[src/rtl/spi_aes_frame_ctrl.sv]
// spi_aes_frame_ctrl: sits behind the SPI receive stage.
// The first KF frames after reset or a key reload build the cipher key.
// Every later frame is one 128-bit plaintext block. The block drives the
// AES core with that block and parks the result for the SPI shift-out side.
module spi_aes_frame_ctrl #(
    parameter int Nk       = 4,
    parameter int Nr       = 10,
    parameter int datasize = 128
) (
    input  logic                clk,
    input  logic                rst,
    input  logic                rx_valid,
    input  logic [datasize-1:0] rx_data,
    input  logic                key_reload,
    output logic [Nk*32-1:0]    aes_key,
    output logic [127:0]        aes_in,
    output logic                aes_start,
    input  logic                aes_done,
    input  logic [127:0]        aes_out,
    output logic [127:0]        tx_data,
    output logic                tx_valid,
    input  logic                tx_ready,
    output logic                key_ready,
    output logic                busy,
    output logic                overrun
);

    localparam int KW = Nk * 32;
    localparam int KF = (KW + 127) / 128;

    // Reject configurations the frame and key slicing cannot handle.
    // Nr belongs to the AES core and is only range-checked here.
    if (datasize != 128 || (Nk != 4 && Nk != 6 && Nk != 8) || Nr < 1) begin : g_bad_cfg
        $error("spi_aes_frame_ctrl: unsupported parameter set");
    end

    typedef enum logic [2:0] {
        S_KEY   = 3'd0,
        S_PT    = 3'd1,
        S_START = 3'd2,
        S_WAIT  = 3'd3,
        S_OUT   = 3'd4
    } state_t;

    state_t          r_state;
    state_t          w_state_nxt;
    logic            r_idx;
    logic            w_idx_nxt;
    logic [KW-1:0]   r_key;
    logic [KW-1:0]   w_key_nxt;
    logic [127:0]    r_in;
    logic [127:0]    w_in_nxt;
    logic [127:0]    r_tx;
    logic [127:0]    w_tx_nxt;
    logic            r_key_ready;
    logic            w_key_ready_nxt;
    logic            r_overrun;
    logic            w_overrun_nxt;
    logic            r_start;
    logic            r_tx_valid;
    logic            r_busy;

    // Next-state logic and next values for the data and flag registers.
    always_comb begin
        w_state_nxt     = r_state;
        w_idx_nxt       = r_idx;
        w_key_nxt       = r_key;
        w_in_nxt        = r_in;
        w_tx_nxt        = r_tx;
        w_key_ready_nxt = r_key_ready;
        w_overrun_nxt   = r_overrun;
        case (r_state)
            S_KEY: begin
                if (key_reload) begin
                    // A reload here restarts key collection from the first frame.
                    w_idx_nxt = 1'b0;
                end else if (rx_valid) begin
                    // Key bit counted i from the MSB sits in frame i/128.
                    // Each frame supplies its bits starting at the frame MSB.
                    for (int i = 0; i < KW; i++) begin
                        if ((i / 128) == int'(r_idx)) begin
                            w_key_nxt[KW-1-i] = rx_data[datasize-1-(i % 128)];
                        end else begin
                            w_key_nxt[KW-1-i] = r_key[KW-1-i];
                        end
                    end
                    if (int'(r_idx) == KF - 1) begin
                        w_key_ready_nxt = 1'b1;
                        w_idx_nxt       = 1'b0;
                        w_state_nxt     = S_PT;
                    end else begin
                        w_idx_nxt = 1'b1;
                    end
                end else begin
                    w_idx_nxt = r_idx;
                end
            end
            S_PT: begin
                // A frame takes priority over a key reload in the same cycle.
                if (rx_valid) begin
                    w_in_nxt    = rx_data;
                    w_state_nxt = S_START;
                end else if (key_reload) begin
                    w_key_ready_nxt = 1'b0;
                    w_idx_nxt       = 1'b0;
                    w_state_nxt     = S_KEY;
                end else begin
                    w_state_nxt = S_PT;
                end
            end
            S_START: begin
                w_state_nxt   = S_WAIT;
                w_overrun_nxt = r_overrun | rx_valid;
            end
            S_WAIT: begin
                w_overrun_nxt = r_overrun | rx_valid;
                if (aes_done) begin
                    w_tx_nxt    = aes_out;
                    w_state_nxt = S_OUT;
                end else begin
                    w_state_nxt = S_WAIT;
                end
            end
            S_OUT: begin
                w_overrun_nxt = r_overrun | rx_valid;
                if (tx_ready) begin
                    w_state_nxt = S_PT;
                end else begin
                    w_state_nxt = S_OUT;
                end
            end
            default: begin
                w_state_nxt = S_KEY;
                w_idx_nxt   = 1'b0;
            end
        endcase
    end

    // State, datapath and registered status outputs, all cleared by rst.
    always_ff @(posedge clk) begin
        if (rst) begin
            r_state     <= S_KEY;
            r_idx       <= 1'b0;
            r_key       <= '0;
            r_in        <= 128'd0;
            r_tx        <= 128'd0;
            r_key_ready <= 1'b0;
            r_overrun   <= 1'b0;
            r_start     <= 1'b0;
            r_tx_valid  <= 1'b0;
            r_busy      <= 1'b0;
        end else begin
            r_state     <= w_state_nxt;
            r_idx       <= w_idx_nxt;
            r_key       <= w_key_nxt;
            r_in        <= w_in_nxt;
            r_tx        <= w_tx_nxt;
            r_key_ready <= w_key_ready_nxt;
            r_overrun   <= w_overrun_nxt;
            r_start     <= (w_state_nxt == S_START);
            r_tx_valid  <= (w_state_nxt == S_OUT);
            r_busy      <= (w_state_nxt == S_START) || (w_state_nxt == S_WAIT) ||
                           (w_state_nxt == S_OUT);
        end
    end

    assign aes_key   = r_key;
    assign aes_in    = r_in;
    assign aes_start = r_start;
    assign tx_data   = r_tx;
    assign tx_valid  = r_tx_valid;
    assign key_ready = r_key_ready;
    assign busy      = r_busy;
    assign overrun   = r_overrun;

endmodule

[config.mk]
export PLATFORM = sky130hd
export DESIGN_NAME = spi_aes_frame_ctrl
export DESIGN_NICKNAME = d
export VERILOG_FILES = /design/src/rtl/spi_aes_frame_ctrl.sv
export SDC_FILE = /design/constraint.sdc
export NUM_CORES = 1
export LEC_CHECK = 0
export ABC_AREA = 0
export ABC_CLOCK_PERIOD_IN_PS = 1800
export CAP_MARGIN = 20
export CORE_AREA = 2 2 257 259
export CTS_BUF_LIST = sky130_fd_sc_hd__clkbuf_2 sky130_fd_sc_hd__clkbuf_4 sky130_fd_sc_hd__clkbuf_8
export CTS_CLUSTER_DIAMETER = 150
export DETAILED_ROUTE_END_ITERATION = 6
export DIE_AREA = 0 0 259 261
export MAX_ROUTING_LAYER = met4
export PLACE_DENSITY_LB_ADDON = 0.1
export SYNTH_ARGS = -nofsm -noshare
export SYNTH_HDL_FRONTEND = slang
export SYNTH_SLANG_ARGS = --single-unit
[constraint.sdc]
create_clock -name clk -period 1.8 [get_ports clk]
set_clock_uncertainty 0.15 [all_clocks]
set_input_delay 0.18 -clock clk [delete_from_list [all_inputs] [get_ports clk]]
set_output_delay 0.18 -clock clk [all_outputs]
set_load 0.01 [all_outputs]
Yosys cells after proc, flatten, opt, wreduce, memory -nomap -nowiden
Cells that the tools add are included.
- output and inout port bits: 389
- input bits: 262
- logic and storage cells: 55
- bits in registers: 393
- bitwise gates (word level): 4
- multiplexer cells: 18
- reductions and logical operators: 10
- eq/ne operators: 13
- operator list (operator ; number):
    3-bit 2-to-1 mux ; 5
    3-bit one-hot mux with 5 select lines ; 1
    3-bit by 2-bit equality test with 1-bit output, second input constant ; 4
    2-bit != test, second input constant ; 5
    1-bit 2-to-1 mux ; 9
    4-bit AND reduction ; 2
    3-bit equality test, second input constant ; 2
    6-bit AND reduction ; 1
    2-bit AND reduction ; 2
    3-bit by 1-bit equality test with 1-bit output, second input constant ; 1
    3-bit zero test ; 1
    3-bit != test, second input constant ; 1
    1-bit NOT ; 3
    1-bit one-hot mux with 3 select lines ; 1
    3-bit OR reduction ; 1
    1-bit logical OR ; 2
    2-bit 2-to-1 mux ; 1
    1-bit one-hot mux with 2 select lines ; 1
    2-bit nonzero test ; 1
    1-bit bitwise OR ; 1

Longest topological paths before layout
Gate-level depths: netlist (run 1).
- word-level depth: 7
- mapped depth: 6
- depth with buffers taken out: 3

Worst setup path after synthesis (run 1)
No wires, ideal clock.
- path kind: reg-to-reg
- start: register r_state[2]
- end: register r_in[107] (netlist: aes_in[107])
- stages on the path, launching flop included: 7
- required time: 1.518 ns
- buffers on the path: 3
- arrival: 1.223 ns
- library setup time: 0.132 ns
- slack: 0.295 ns
- period minus slack after synthesis: 1.505 ns
- path through: dfxtp_1 -> clkbuf_1 -> and4bb_2 -> buf_2 -> buf_2 -> nand2_1 -> a21oi_1
- cells in the longest elaborated chain, start to end: 2
- RTL lines (item ; line ; text):
    start, declared ; 45 ; state_t r_state;
    start signal, assigned ; 153 ; r_state <= w_state_nxt;
    3-bit by 1-bit equality test with 1-bit output ; 72 ; case (r_state)
    2-bit AND reduction (no line) ; - ;
    end signal, assigned ; 156 ; r_in <= w_in_nxt;
    end, declared ; 51 ; logic [127:0] r_in;
Every way passes these cells.
A chain may end at the register's enable or synchronous reset.

Worst setup path in the final report (run 1)
- start: register r_key[104] (netlist: aes_key[104])
- end: output port aes_key[104]
- RTL lines (item ; line ; text):
    start, declared ; 49 ; logic [KW-1:0] r_key;
    start signal, assigned ; 155 ; r_key <= w_key_nxt;
    end, declared ; 15 ; output logic [Nk*32-1:0] aes_key,
No word-level cell between the ends.

==> flow_metrics.env, run 1 <==
export IMPL_die_h_um=261
export IMPL_yosysWarningCount=0
export IMPL_r2r_start="r_state[2]$_SDFF_PP0_"
export IMPL_drt_wl_total_mm=61.2
export IMPL_worst_slack_ns=0.109
export IMPL_die_w_um=259
export IMPL_syn2layout_area_growth_pct=77.5
export IMPL_hp_class="in2reg"
export IMPL_whs_ns=0.0628
export IMPL_post_drt_wl_per_cell_um=17.3
export IMPL_ys_seq_area_frac=0.530
export IMPL_comb_power_share=0.130
export IMPL_slowest_stage="dfxtp_1"
export IMPL_placementRows=94
export IMPL_htreeDepth=3
export IMPL_antenna_left=0
export IMPL_drc_errors=0
export IMPL_ys_ff_latch=392
export IMPL_leakagePower_nw=11.3
export IMPL_seqCellArea_um2=7850
export IMPL_tritoncts="built"
export IMPL_seq_power_share=0.430
export IMPL_crit_type="reg2out"
export IMPL_root_buffer="clkbuf_8"
export IMPL_top_usage_layer="met2"
export IMPL_cap_violations=0
export IMPL_fmax_mhz=591
export IMPL_peakVddDrop_mv=0.511
export IMPL_grt_pass1_wl_mm=89.3
export IMPL_grt_total_usage=0.177
export IMPL_critPathBufInv=1
export IMPL_gp_congestion=0.827
export IMPL_synth_cell_area_um2=14800
export IMPL_portBuffers=650
export IMPL_rrSetupSlack_ns=0.11
export IMPL_crit_path_max_fanout=2
export IMPL_status="finished, final reports clean"
export IMPL_post_synth_cell_area_avg_um2=8.68
export IMPL_core_um2=65000
export IMPL_clock_sinks=392
export IMPL_crit_chain="dlygate4sd2_1"
export IMPL_max_stage_delay_ns=0.40
export IMPL_first_iter_violations=605
export IMPL_met1_usage=0.192
export IMPL_rsz0062_at_grt="false"
export IMPL_synth_nets=1969
export IMPL_grt_overflow_total=0
export IMPL_hold_path_end="aes_in[54]$_SDFFE_PP0P_"
export IMPL_grt_antenna_before_repair=1
export IMPL_synthCells=1707
export IMPL_use_met2=0.307
export IMPL_async_flop_share=0
export IMPL_p_int_mw=15.9
export IMPL_hold_viol=0
export IMPL_cts_clk_slew_worst_paths_ns=0.06
export IMPL_drive_gt1_frac=0.0779
export IMPL_synth_top_flop_cell="dfxtp_1"
export IMPL_vias=14600
export IMPL_fill_cells=6620
export IMPL_grt_max_degree=89
export IMPL_whs_path_depth=3
export IMPL_final_setup_viol_count=0
export IMPL_cts_buffers=77
export IMPL_crit_arrival_ns=1.36
export IMPL_min_from="rx_data[54]"
export IMPL_final_nets=2883
export IMPL_hpwl_mm=44.8
export IMPL_viasPerCell=4.13
export IMPL_max_clock_path_buffers=3
export IMPL_pin_count=651
export IMPL_slew_viol_final=0
export IMPL_synth_edff_count=0
export IMPL_worstMarginPinSlew_ns=0.406
export IMPL_period_needed_ns=1.69
export IMPL_grt_pass1_vias=14800
export IMPL_use_met3=0.0469
export IMPL_dieArea_um2=67600
export IMPL_insertion_delay_ns=0.64
export IMPL_dr_pass1_iters=5
export IMPL_cp_start_kind="register"
export IMPL_reg2reg_to="tx_data[57]$_SDFFE_PP0P_"
export IMPL_end_kind="primary output"
export IMPL_slew_headroom=0.729
export IMPL_worstPathRequired_ns=1.47
export IMPL_period_share=0.939
export IMPL_yosys_cell_types_count=28
export IMPL_p_sw_mw=5.25
export IMPL_worst_path_dominant_cell_family="flip-flops"
export IMPL_multi_input_area_um2=6320
export IMPL_pre_cts_ws_ns=-0.202
export IMPL_p_clk_frac=0.440
export IMPL_reg2reg_depth=5
export IMPL_p_per_area_nw_per_um2=804
export IMPL_start_util=0.228
export IMPL_swShare=0.249
[sequential cells by signal, summed over array words and instances (netlist names), 3 cells and up]
signal	cells
r_state	3
aes_key	128
tx_data	128
aes_in	128
[cell usage after synthesis (all sizes together) (3+ instances only)]
master	n	area share
dfxtp	392	0.53
clkbuf	59	0.015
a21oi	259	0.087
nor2	3	0.00076
mux2i	128	0.086
o21ai	3	0.0010
inv	4	0.0010
buf	72	0.030
nand2b	256	0.11
nand2	512	0.13
[how the worst max path moves through the flow]
stage	slack, ns	end	from	depth (start not counted)
3_3_place_gp	-0.20	aes_key[110]$_SDFFE_PP0P_	key_reload	6
2_1_floorplan	0.29	aes_in[107]$_SDFFE_PP0P_	r_state[2]$_SDFF_PP0_	6
3_5_place_dp	-0.20	aes_key[110]$_SDFFE_PP0P_	key_reload	6
4_1_cts	0.02	aes_key[41]	aes_key[41]$_SDFFE_PP0P_	1
5_1_grt	0.009	tx_data[34]$_SDFFE_PP0P_	r_state[0]$_SDFF_PP0_	4
6_report	0.11	aes_key[104]	aes_key[104]$_SDFFE_PP0P_	1
[what timing repair did]
item / in CTS / in global routing
pin swaps: 0 / 0
hold endpoints to repair: 350 / 0
cloned: 0 / 1
hold buffers: 243 / 0
setup buffers: 0 / 1
setup endpoints to repair: 389 / 53
resized for setup: 389 / 5
[through the flow]
step	power (mW)	std cells	util	TNS (ns)	area, um2
floorplan	10.2	1707	-	0	14800
global placement	11.8	3161	0.349	-28.65	22700
detailed placement	11.8	3161	0.349	-30.52	22700
CTS	21.6	3532	0.403	0	26200
global route	22.1	3535	0.404	0	26300
finish	21.1	3535	0.404	0	26300
[per-layer routing]
metal | wire, um | vias to the layer above
met2 | 31300 | 406
met1 | 24000 | 6760
met4 | 2220 | 0
li1 | - | 7322
met3 | 3660 | 117
met5 | 0 | -
[cells by family (layout without fill, tap and decap cells)]
group,count (synthesis),after routing,share of synthesized area
flops,392,392,0.530
simple gates,786,786,0.247
mux,128,128,0.0865
buf+inv,135,1098,0.0457
compound gates,266,266,0.0906
other cells,0,1,0
[cell type report]
class,count,share of cell area
repair buffers,966,0.360
flip-flops and latches,392,0.298
multi-input cells,1180,0.240
clock buffers,120,0.0564
well taps,864,0.0411
clock inverters,8,0.00304
inverters,4,0.000571
diodes,1,0.0000951
[power groups by stage]
stage | logic (mW) | clock network, mW | registers [mW]
2_1_floorplan | 0.781 | 0 | 9.38
3_3_place_gp | 2.49 | 0 | 9.27
3_5_place_dp | 2.50 | 0 | 9.28
4_1_cts | 2.79 | 9.70 | 9.08
5_1_grt | 2.96 | 10.0 | 9.11
6_report | 2.76 | 9.30 | 9.08
[cells in the final DEF, fill, tap and decap left out, types with 3 or more instances in the layout]
cell,count
inv_1,4
mux2i_1,128
o21ai_0,3
buf_4,37
clkinv_2,3
a21oi_1,259
clkdlybuf4s50_1,260
nor2_1,3
clkbuf_4,27
dlygate4sd3_1,243
buf_12,32
dlygate4sd2_1,389
dfxtp_1,391
nand2_1,512
clkbuf_8,93
nand2b_1,256
Note: power is estimated with default switching activity, not from simulation.
==> run 2: changes to the inputs <==
CAP_MARGIN = not set   (was 20)
==> results of run 2 <==
Final layout, timing and power as in run 1 (identical DEF).
